File: config.mk
export PLATFORM = sky130hd
export DESIGN_NAME = param_seq_alu_flat
export DESIGN_NICKNAME = d
export VERILOG_FILES = /design/src/rtl/param_seq_alu_if.sv /design/src/rtl/param_seq_alu.sv /design/src/flat_wrapper.sv
export SDC_FILE = /design/constraint.sdc
export NUM_CORES = 1
export LEC_CHECK = 0
export BUFFER_PORTS_ARGS = -buffer_cell sky130_fd_sc_hd__buf_4
export CORE_UTILIZATION = 30
export DETAILED_ROUTE_END_ITERATION = 16
export GPL_TIMING_DRIVEN = 0
export PLACE_DENSITY_LB_ADDON = 0.3
export SLEW_MARGIN = 0
export SYNTH_ARGS = -nofsm -noshare
export SYNTH_HDL_FRONTEND = slang
export SYNTH_SLANG_ARGS = --single-unit
export TNS_END_PERCENT = 100
File: constraint.sdc
create_clock -name clock -period 3.9 [get_ports clock]
set_input_delay 0.39 -clock clock [delete_from_list [all_inputs] [get_ports clock]]
set_output_delay 0.39 -clock clock [all_outputs]
set_load 0.01 [all_outputs]
File: src/rtl/param_seq_alu_if.sv
// Bundles the request and result signals of the sequential ALU.
// The master side (switches/keys or a bench) drives the request,
// the slave side (the ALU) returns status and the result register.
interface param_seq_alu_if #(
   parameter int WIDTH = 4
) ();
   logic                   start;
   logic [2:0]             func;
   logic [WIDTH-1:0]       data;
   logic                   busy;
   logic                   done;
   logic [2*WIDTH-1:0]     result;
   logic                   zero;

   modport master (
      output start, func, data,
      input  busy, done, result, zero
   );

   modport slave (
      input  start, func, data,
      output busy, done, result, zero
   );
endinterface

File: src/rtl/param_seq_alu.sv
// Parametrised sequential ALU with a 2*WIDTH-bit result register.
// The low half of the result register is operand B of the next request,
// so chains of operations accumulate without extra storage.
// Single-cycle operations complete on the edge that accepts start;
// multiply runs as a shift-add loop over WIDTH further edges.
module param_seq_alu #(
   parameter int WIDTH = 4,
   parameter int CNT_W = 3
) (
   input  logic             clock,
   input  logic             reset,
   param_seq_alu_if.slave   bus
);

   typedef enum logic {IDLE, MUL} stateType;

   localparam logic [WIDTH:0]   TwoWidth  = (WIDTH+1)'(2*WIDTH);
   localparam logic [CNT_W-1:0] LastCount = CNT_W'(WIDTH-1);
   localparam logic [CNT_W-1:0] CountOne  = CNT_W'(1);

   localparam logic [2:0] FuncInc  = 3'b000;
   localparam logic [2:0] FuncAdd  = 3'b001;
   localparam logic [2:0] FuncLog  = 3'b010;
   localparam logic [2:0] FuncOrR  = 3'b011;
   localparam logic [2:0] FuncShl  = 3'b100;
   localparam logic [2:0] FuncShr  = 3'b101;
   localparam logic [2:0] FuncMul  = 3'b110;
   localparam logic [2:0] FuncLoad = 3'b111;

   stateType               state, stateNext;
   logic [2*WIDTH-1:0]     result, resultNext;
   logic [2*WIDTH-1:0]     partial, partialNext;
   logic [2*WIDTH-1:0]     product;
   logic [WIDTH-1:0]       multiplicand, multiplicandNext;
   logic [WIDTH-1:0]       multiplier, multiplierNext;
   logic [CNT_W-1:0]       counter, counterNext;
   logic                   zero, zeroNext;
   logic                   done, doneNext;

   logic [WIDTH-1:0]       opA;
   logic [WIDTH-1:0]       opB;
   logic [2*WIDTH-1:0]     bExt;
   logic [2*WIDTH-1:0]     addend;
   logic [2*WIDTH-1:0]     opResult;

   assign opA    = bus.data;
   assign opB    = result[WIDTH-1:0];
   assign bExt   = {{WIDTH{1'b0}}, opB};
   assign addend = {{WIDTH{1'b0}}, multiplicand} << counter;

   assign bus.busy   = (state == MUL);
   assign bus.done   = done;
   assign bus.result = result;
   assign bus.zero   = zero;

   // Result of every single-cycle operation, computed from the live
   // data input and the current low half of the result register.
   // Shifts by 2*WIDTH or more clear the result outright.
   always_comb begin
      opResult = '0;
      case (bus.func)
         FuncInc:  opResult = (2*WIDTH)'({1'b0, opA} + (WIDTH+1)'(1));
         FuncAdd:  opResult = (2*WIDTH)'({1'b0, opA} + {1'b0, opB});
         FuncLog:  opResult = {opA | opB, opA ^ opB};
         FuncOrR:  opResult = (2*WIDTH)'(|(opA | opB));
         FuncShl:  opResult = ({1'b0, opA} >= TwoWidth) ? '0 : (bExt << opA);
         FuncShr:  opResult = ({1'b0, opA} >= TwoWidth) ? '0 : (bExt >> opA);
         FuncLoad: opResult = (2*WIDTH)'(opA);
         default:  opResult = '0;
      endcase
   end

   // Next-state and datapath control. In IDLE a start either finishes a
   // single-cycle op at once or launches the multiply loop. In MUL each
   // edge adds the shifted multiplicand when the current multiplier bit
   // is set; the last iteration writes the product and returns to IDLE.
   // Starts seen while in MUL, including on the finishing edge, are dropped.
   always_comb begin
      stateNext        = state;
      resultNext       = result;
      zeroNext         = zero;
      doneNext         = 1'b0;
      partialNext      = partial;
      multiplicandNext = multiplicand;
      multiplierNext   = multiplier;
      counterNext      = counter;
      product          = multiplier[0] ? (partial + addend) : partial;

      case (state)
         IDLE: begin
            if (bus.start) begin
               if (bus.func == FuncMul) begin
                  stateNext        = MUL;
                  partialNext      = '0;
                  counterNext      = '0;
                  multiplicandNext = opA;
                  multiplierNext   = opB;
               end else begin
                  resultNext = opResult;
                  zeroNext   = (opResult == '0);
                  doneNext   = 1'b1;
               end
            end
         end
         MUL: begin
            partialNext    = product;
            multiplierNext = multiplier >> 1;
            counterNext    = counter + CountOne;
            if (counter == LastCount) begin
               stateNext   = IDLE;
               resultNext  = product;
               zeroNext    = (product == '0);
               doneNext    = 1'b1;
               counterNext = '0;
            end
         end
         default: stateNext = IDLE;
      endcase
   end

   // State and datapath registers; reset abandons any multiply in flight
   // so none of its partial work reaches the result register.
   always_ff @(posedge clock) begin
      if (reset) begin
         state        <= IDLE;
         result       <= '0;
         zero         <= 1'b1;
         done         <= 1'b0;
         partial      <= '0;
         multiplicand <= '0;
         multiplier   <= '0;
         counter      <= '0;
      end else begin
         state        <= stateNext;
         result       <= resultNext;
         zero         <= zeroNext;
         done         <= doneNext;
         partial      <= partialNext;
         multiplicand <= multiplicandNext;
         multiplier   <= multiplierNext;
         counter      <= counterNext;
      end
   end

endmodule

File: src/flat_wrapper.sv
// flat-port wrapper written by rule: the top's interface ports become plain ports
module param_seq_alu_flat 
#(
   parameter int WIDTH = 4,
   parameter int CNT_W = 3
)
  (clock, reset, bus_start, bus_func, bus_data, bus_busy, bus_done, bus_result, bus_zero);
  param_seq_alu_if #(.WIDTH(WIDTH)) bus_i ();
  input  logic clock;
  input  logic reset;
  input wire logic [$bits(bus_i.start)-1:0] bus_start;
  input wire logic [$bits(bus_i.func)-1:0] bus_func;
  input wire logic [$bits(bus_i.data)-1:0] bus_data;
  output wire logic [$bits(bus_i.busy)-1:0] bus_busy;
  output wire logic [$bits(bus_i.done)-1:0] bus_done;
  output wire logic [$bits(bus_i.result)-1:0] bus_result;
  output wire logic [$bits(bus_i.zero)-1:0] bus_zero;
  assign bus_i.start = bus_start;
  assign bus_i.func = bus_func;
  assign bus_i.data = bus_data;
  assign bus_busy = bus_i.busy;
  assign bus_done = bus_i.done;
  assign bus_result = bus_i.result;
  assign bus_zero = bus_i.zero;
  param_seq_alu #(.WIDTH(WIDTH), .CNT_W(CNT_W)) u_core (.clock(clock), .reset(reset), .bus(bus_i));
endmodule
* Yosys cells after proc, flatten, opt, wreduce, memory -nomap -nowiden
Cells that the tools add are included.
Cells by class: equality and inequality tests 12, shifts and indexed selects 3, $lt $le $gt $ge 1, bitwise gates (word level) 3, reductions and logical operators 7, multiplexer cells 30, $add $sub $neg 4
Operators with widths (count):
- 8-bit two-way mux | 8
- 8-bit one-hot mux with 7 select lines | 1
- 8-bit one-hot mux with 2 select lines | 2
- 8-bit zero test | 2
- 3-bit equality test, second input constant | 4
- 3-bit by 2-bit equality test with 1-bit output, second input constant | 3
- 1-bit two-way mux | 9
- 3-bit two-way mux | 3
- 8-bit adder | 1
- 4-bit two-way mux | 2
- 4-bit one-hot mux with 2 select lines | 1
- 4-bit by 3-bit << shifter with 8-bit output | 1
- 4-bit by 4-bit << shifter with 8-bit output | 1
- 4-bit by 4-bit >> shifter with 8-bit output | 1
- 2-bit inequality test, second input constant | 3
- 1-bit one-hot mux with 2 select lines | 3
- 3-bit one-hot mux with 2 select lines | 1
- 3-bit AND reduction | 2
- 4-bit by 1-bit adder with 5-bit output, second input constant | 1
- 4-bit by 4-bit adder with 5-bit output | 1
- 4-bit greater-or-equal comparator, second input constant | 1
- 4-bit OR | 1
- 4-bit OR reduction | 1
- 4-bit bitwise XOR | 1
- 6 further kinds | 6
Word-level totals: logic and storage cells 68, flip-flop bits (word level) 30, output and inout bits 11, input port bits 10

* Logic depth before layout (Yosys ltp)
word-level depth 7, depth in mapped cells 13, depth with buffers taken out 12

* Least setup slack after synthesis
OpenSTA, ideal clock, no wires.
path type register to register, start point reg u_core.counter[0], end point reg u_core.result[5], in the netlist u_core.bus.result[5], slack 1.256 ns, path buffers 1, period minus slack after synthesis 2.644 ns, cell stages (with the launch flop) 12, arrival 2.573 ns, required time 3.830 ns, library setup time 0.070 ns, cells stage by stage dfxtp_1 > buf_2 > mux4_2 > and2_1 > ha_1 > o211ai_1 > o21ai_2 > xor2_1 > mux2_4 > nor2_1 > or3_1 > a21oi_1
On the way: word-level cells in the longest chain between the ends 5, elaborated cells between the ends (all ways) 8, classes of those cells add/sub: 1; eq/ne: 2; shift: 1; mux: 3; reduce/logical: 1
Ends and longest elaborated chain:
- start, declared | RTL line param_seq_alu.sv:36 | logic [CNT_W-1:0] counter, counterNext;
- start signal, assigned | RTL line param_seq_alu.sv:141 | counter <= counterNext;
- 4-bit by 3-bit << shifter with 8-bit output | RTL line param_seq_alu.sv:49 | assign addend = {{WIDTH{1'b0}}, multiplicand} << counter;
- 8-bit adder | RTL line param_seq_alu.sv:87 | product = multiplier[0] ? (partial + addend) : partial;
- 8-bit two-way mux | RTL line param_seq_alu.sv:87
- 8-bit two-way mux | RTL line param_seq_alu.sv:109 | if (counter == LastCount) begin
- 8-bit one-hot mux with 2 select lines | RTL line param_seq_alu.sv:89 | case (state)
- end signal, assigned | RTL line param_seq_alu.sv:135 | result <= resultNext;
- end, declared | RTL line param_seq_alu.sv:31 | logic [2*WIDTH-1:0] result, resultNext;
Several ways; a longest one is shown, not always the timed one. The select of a mux whose other input is x is not followed. A chain may end at the register's enable or synchronous reset.

* Worst setup path in the final report
Ends and elaborated chain as after synthesis.

==> impl_metrics.toml <==
[hold_path]
hold_path_end = "u_core.counter[2]"
hp-class = "input port to register"
holdPathStages = 2
worstHoldStart = "reset"

[timing]
max_slew_margin_pct = 53.1
whs_ns = 0.335
worstMarginPinSlew_ns = 0.700
rsz0062_at_grt = "false"
fin_worst_skew_ns = 0.00443
worst_slack_ns = 1.04
finalCriticalPeriod_ns = 2.86
finalSetupTns_ns = 0
setup_viol = 0
fmax_mhz = 350
hold_viol = 0
finalCritPeriodShare_pct = 73.3
slew_violations = 0

[placed_design]
port_buffers = 20
dp_slack_ns = 0.834
gp_congestion = 0.908
dp.cells = 457
placed_cell_area_mm2 = 0.00278
hpwl_mm = 5.45

[finish]
nets = 392
area_growth_pct = 14.4
postLayoutCoreUtil_pct = 36.3
drive_gt1_share_pct = 13.0
antenna_cells = 0
finalInstanceArea_mm2 = 0.00286
fin_cells = 463

[pwr]
power.share.switching_pct = 29.5
p_comb_share_pct = 20.2
power.density_mw_per_mm2 = 252
pwr-share-seq_pct = 45.0
vdd_drop_max_mv = 0.0884
p_int_uw = 508
leakage_nw = 1.17
pwr-share-clk_pct = 34.9
power_switching_uw = 213
power_uw = 720

[yosys]
synth_nets = 365
async_reset_ff_share_pct = 0
syn_area_mm2 = 0.00250
synthCells = 335
yosysMostFrequentCell = "nor2_1"
ys_seq_elements = 30
synth_top_area_cell = "dfxtp_1"
yosys_warnings = 0
synth_top_area_share_pct = 24.0
ys.flop_type = "dfxtp_1"
ys_seq_area_share_pct = 24.0
synth_edf_count = 0
synth_commonest_cells = "nor2_1, a21oi_1, dfxtp_1"
synthTopCellsByArea = "dfxtp_1, ha_1, a21oi_1, nor2_1, nand2_1"
ys_types = 55
avgSynthCellArea_um2 = 7.47

[cts]
clk_latency_ns = 0.28
ctsResizeCount = 0
path_clk_slew_ns = 0.06
cts_setup_buffers = 0
holdBufCountCts = 0
h-tree-depth = 2
cts_tree = "built"
cts.sinks = 30
cts_buffers = 5
cts_root_buf = "clkbuf_8"
clk_path_buf_depth = 2

[critical_path]
required_ns = 4.11
reg2reg_depth = 11
path_class = "register to register"
timing.rr.end = "u_core.bus.result[5]"
cp-start-kind = "register"
endpoint_kind = "register"
worst_ep_arrival_time_ns = 3.07
rrSetupSlack_ns = 1.04
worstPathMaxFanout = 8
reg2reg_from = "u_core.counter[0]"

[detailed_routing]
drtIter0Drc = 209
ant_nets = 0
drt_wl_total_mm = 7.05
via_per_inst = 5.36
routed-wl-met2_mm = 3.14
wl_per_cell_um = 15.2
highest_layer = "met4"
wl_met1_mm = 3.48
routed-wl-met3_um = 372
vias = 2483
drc = 0
drt_pass1_iterations = 5

[grt]
grt_pass1_vias = 2381
overflow = 0
grt_pass1_wl_mm = 11.8
grt_usage_pct = 17.4
grt_max_degree = 11
antenna_found_initial = 0

[floorplanning]
core-area_mm2 = 0.00789
rows = 32
die_w_um = 93.3
die_h_um = 93.3
die_area_mm2 = 0.00871
initial_core_util_pct = 31.7
io_pins = 21

[run_status]
status = "finished, final reports clean"

[run]
maxCapViolations = 0
flip-flops by register name (all words and copies together), names as in the netlist:
name,cells
u_core.bus.zero,1
u_core.multiplier,4
u_core.counter,3
u_core.partial,8
u_core.bus.result,8
u_core.bus.busy,1
u_core.multiplicand,4
u_core.bus.done,1
logic make-up after synthesis:
logic type / after synthesis / share of synthesized area [%]
buf+inv: 33 / 5.50
fa+ha+maj: 20 / 10.6
mux: 14 / 6.45
xor+xnor: 8 / 2.80
compound gates: 96 / 24.0
flops: 30 / 24.0
simple gates: 134 / 26.6
worst max-delay path, cell delays in order (launching register included):
cell and delay (ns):
dfxtp_1 0.33, buf_2 0.21, mux4_2 0.53, and2_1 0.18, ha_1 0.33, o211ai_1 0.11, o21ai_2 0.22, xor2_1 0.17
mux2_4 0.18, nor2_1 0.04, or3_1 0.35, a21oi_1 0.14
metal layers:
metal / GRT usage [%] / up-vias
li1: - / 1262
met2: 27.9 / 70
met1: 24.1 / 1141
met5: 0 / -
met4: 4.36 / 0
met3: 3.17 / 10
power by group through the flow:
| stage | combinational [mW] | clock [mW] | sequential (mW) |
|---|---|---|---|
| 2_1_floorplan | 0.0896 | 0 | 0.331 |
| 3_3_place_gp | 0.145 | 0 | 0.331 |
| 3_5_place_dp | 0.143 | 0 | 0.331 |
| 4_1_cts | 0.144 | 0.256 | 0.324 |
| 5_1_grt | 0.162 | 0.271 | 0.325 |
| 6_report | 0.145 | 0.251 | 0.324 |
placed cells by master (no fill, tap or decap), types with 6 or more instances in the layout:
cell type and count:
buf_4 20, inv_1 11, clkbuf_1 11, nor2_1 42, ha_1 18, buf_2 11, nand2b_1 7, nor3_1 11
nand3_1 11, a21oi_1 34, clkbuf_8 6, o21ai_0 19, nand2_1 29, dfxtp_1 30, o211ai_1 8, mux2i_1 9
worst max-delay path by stage:
| stage | slack, ns | start | depth (start not counted) | endpoint |
|---|---|---|---|---|
| detailed placement | 0.83 | bus_func[1] | 13 | u_core.bus.result[4] |
| floorplan | 1.26 | u_core.counter[0] | 11 | u_core.bus.result[5] |
| CTS | 1.03 | u_core.counter[0] | 11 | u_core.bus.result[5] |
| global placement | 0.81 | bus_func[1] | 13 | u_core.bus.result[4] |
| global route | 0.84 | u_core.counter[1] | 10 | u_core.bus.result[7] |
| finish | 1.04 | u_core.counter[0] | 11 | u_core.bus.result[5] |
layout make-up:
cell class | count | area (um^2)
timing repair buffer | 20 | 150
buffer | 22 | 96.3
fill | 825 | 5020
inverter | 11 | 41.3
multi-input combinational | 272 | 1760
sequential | 30 | 601
tap | 102 | 128
clock buffer | 6 | 82.6
Power figures use the tool's default switching activity.
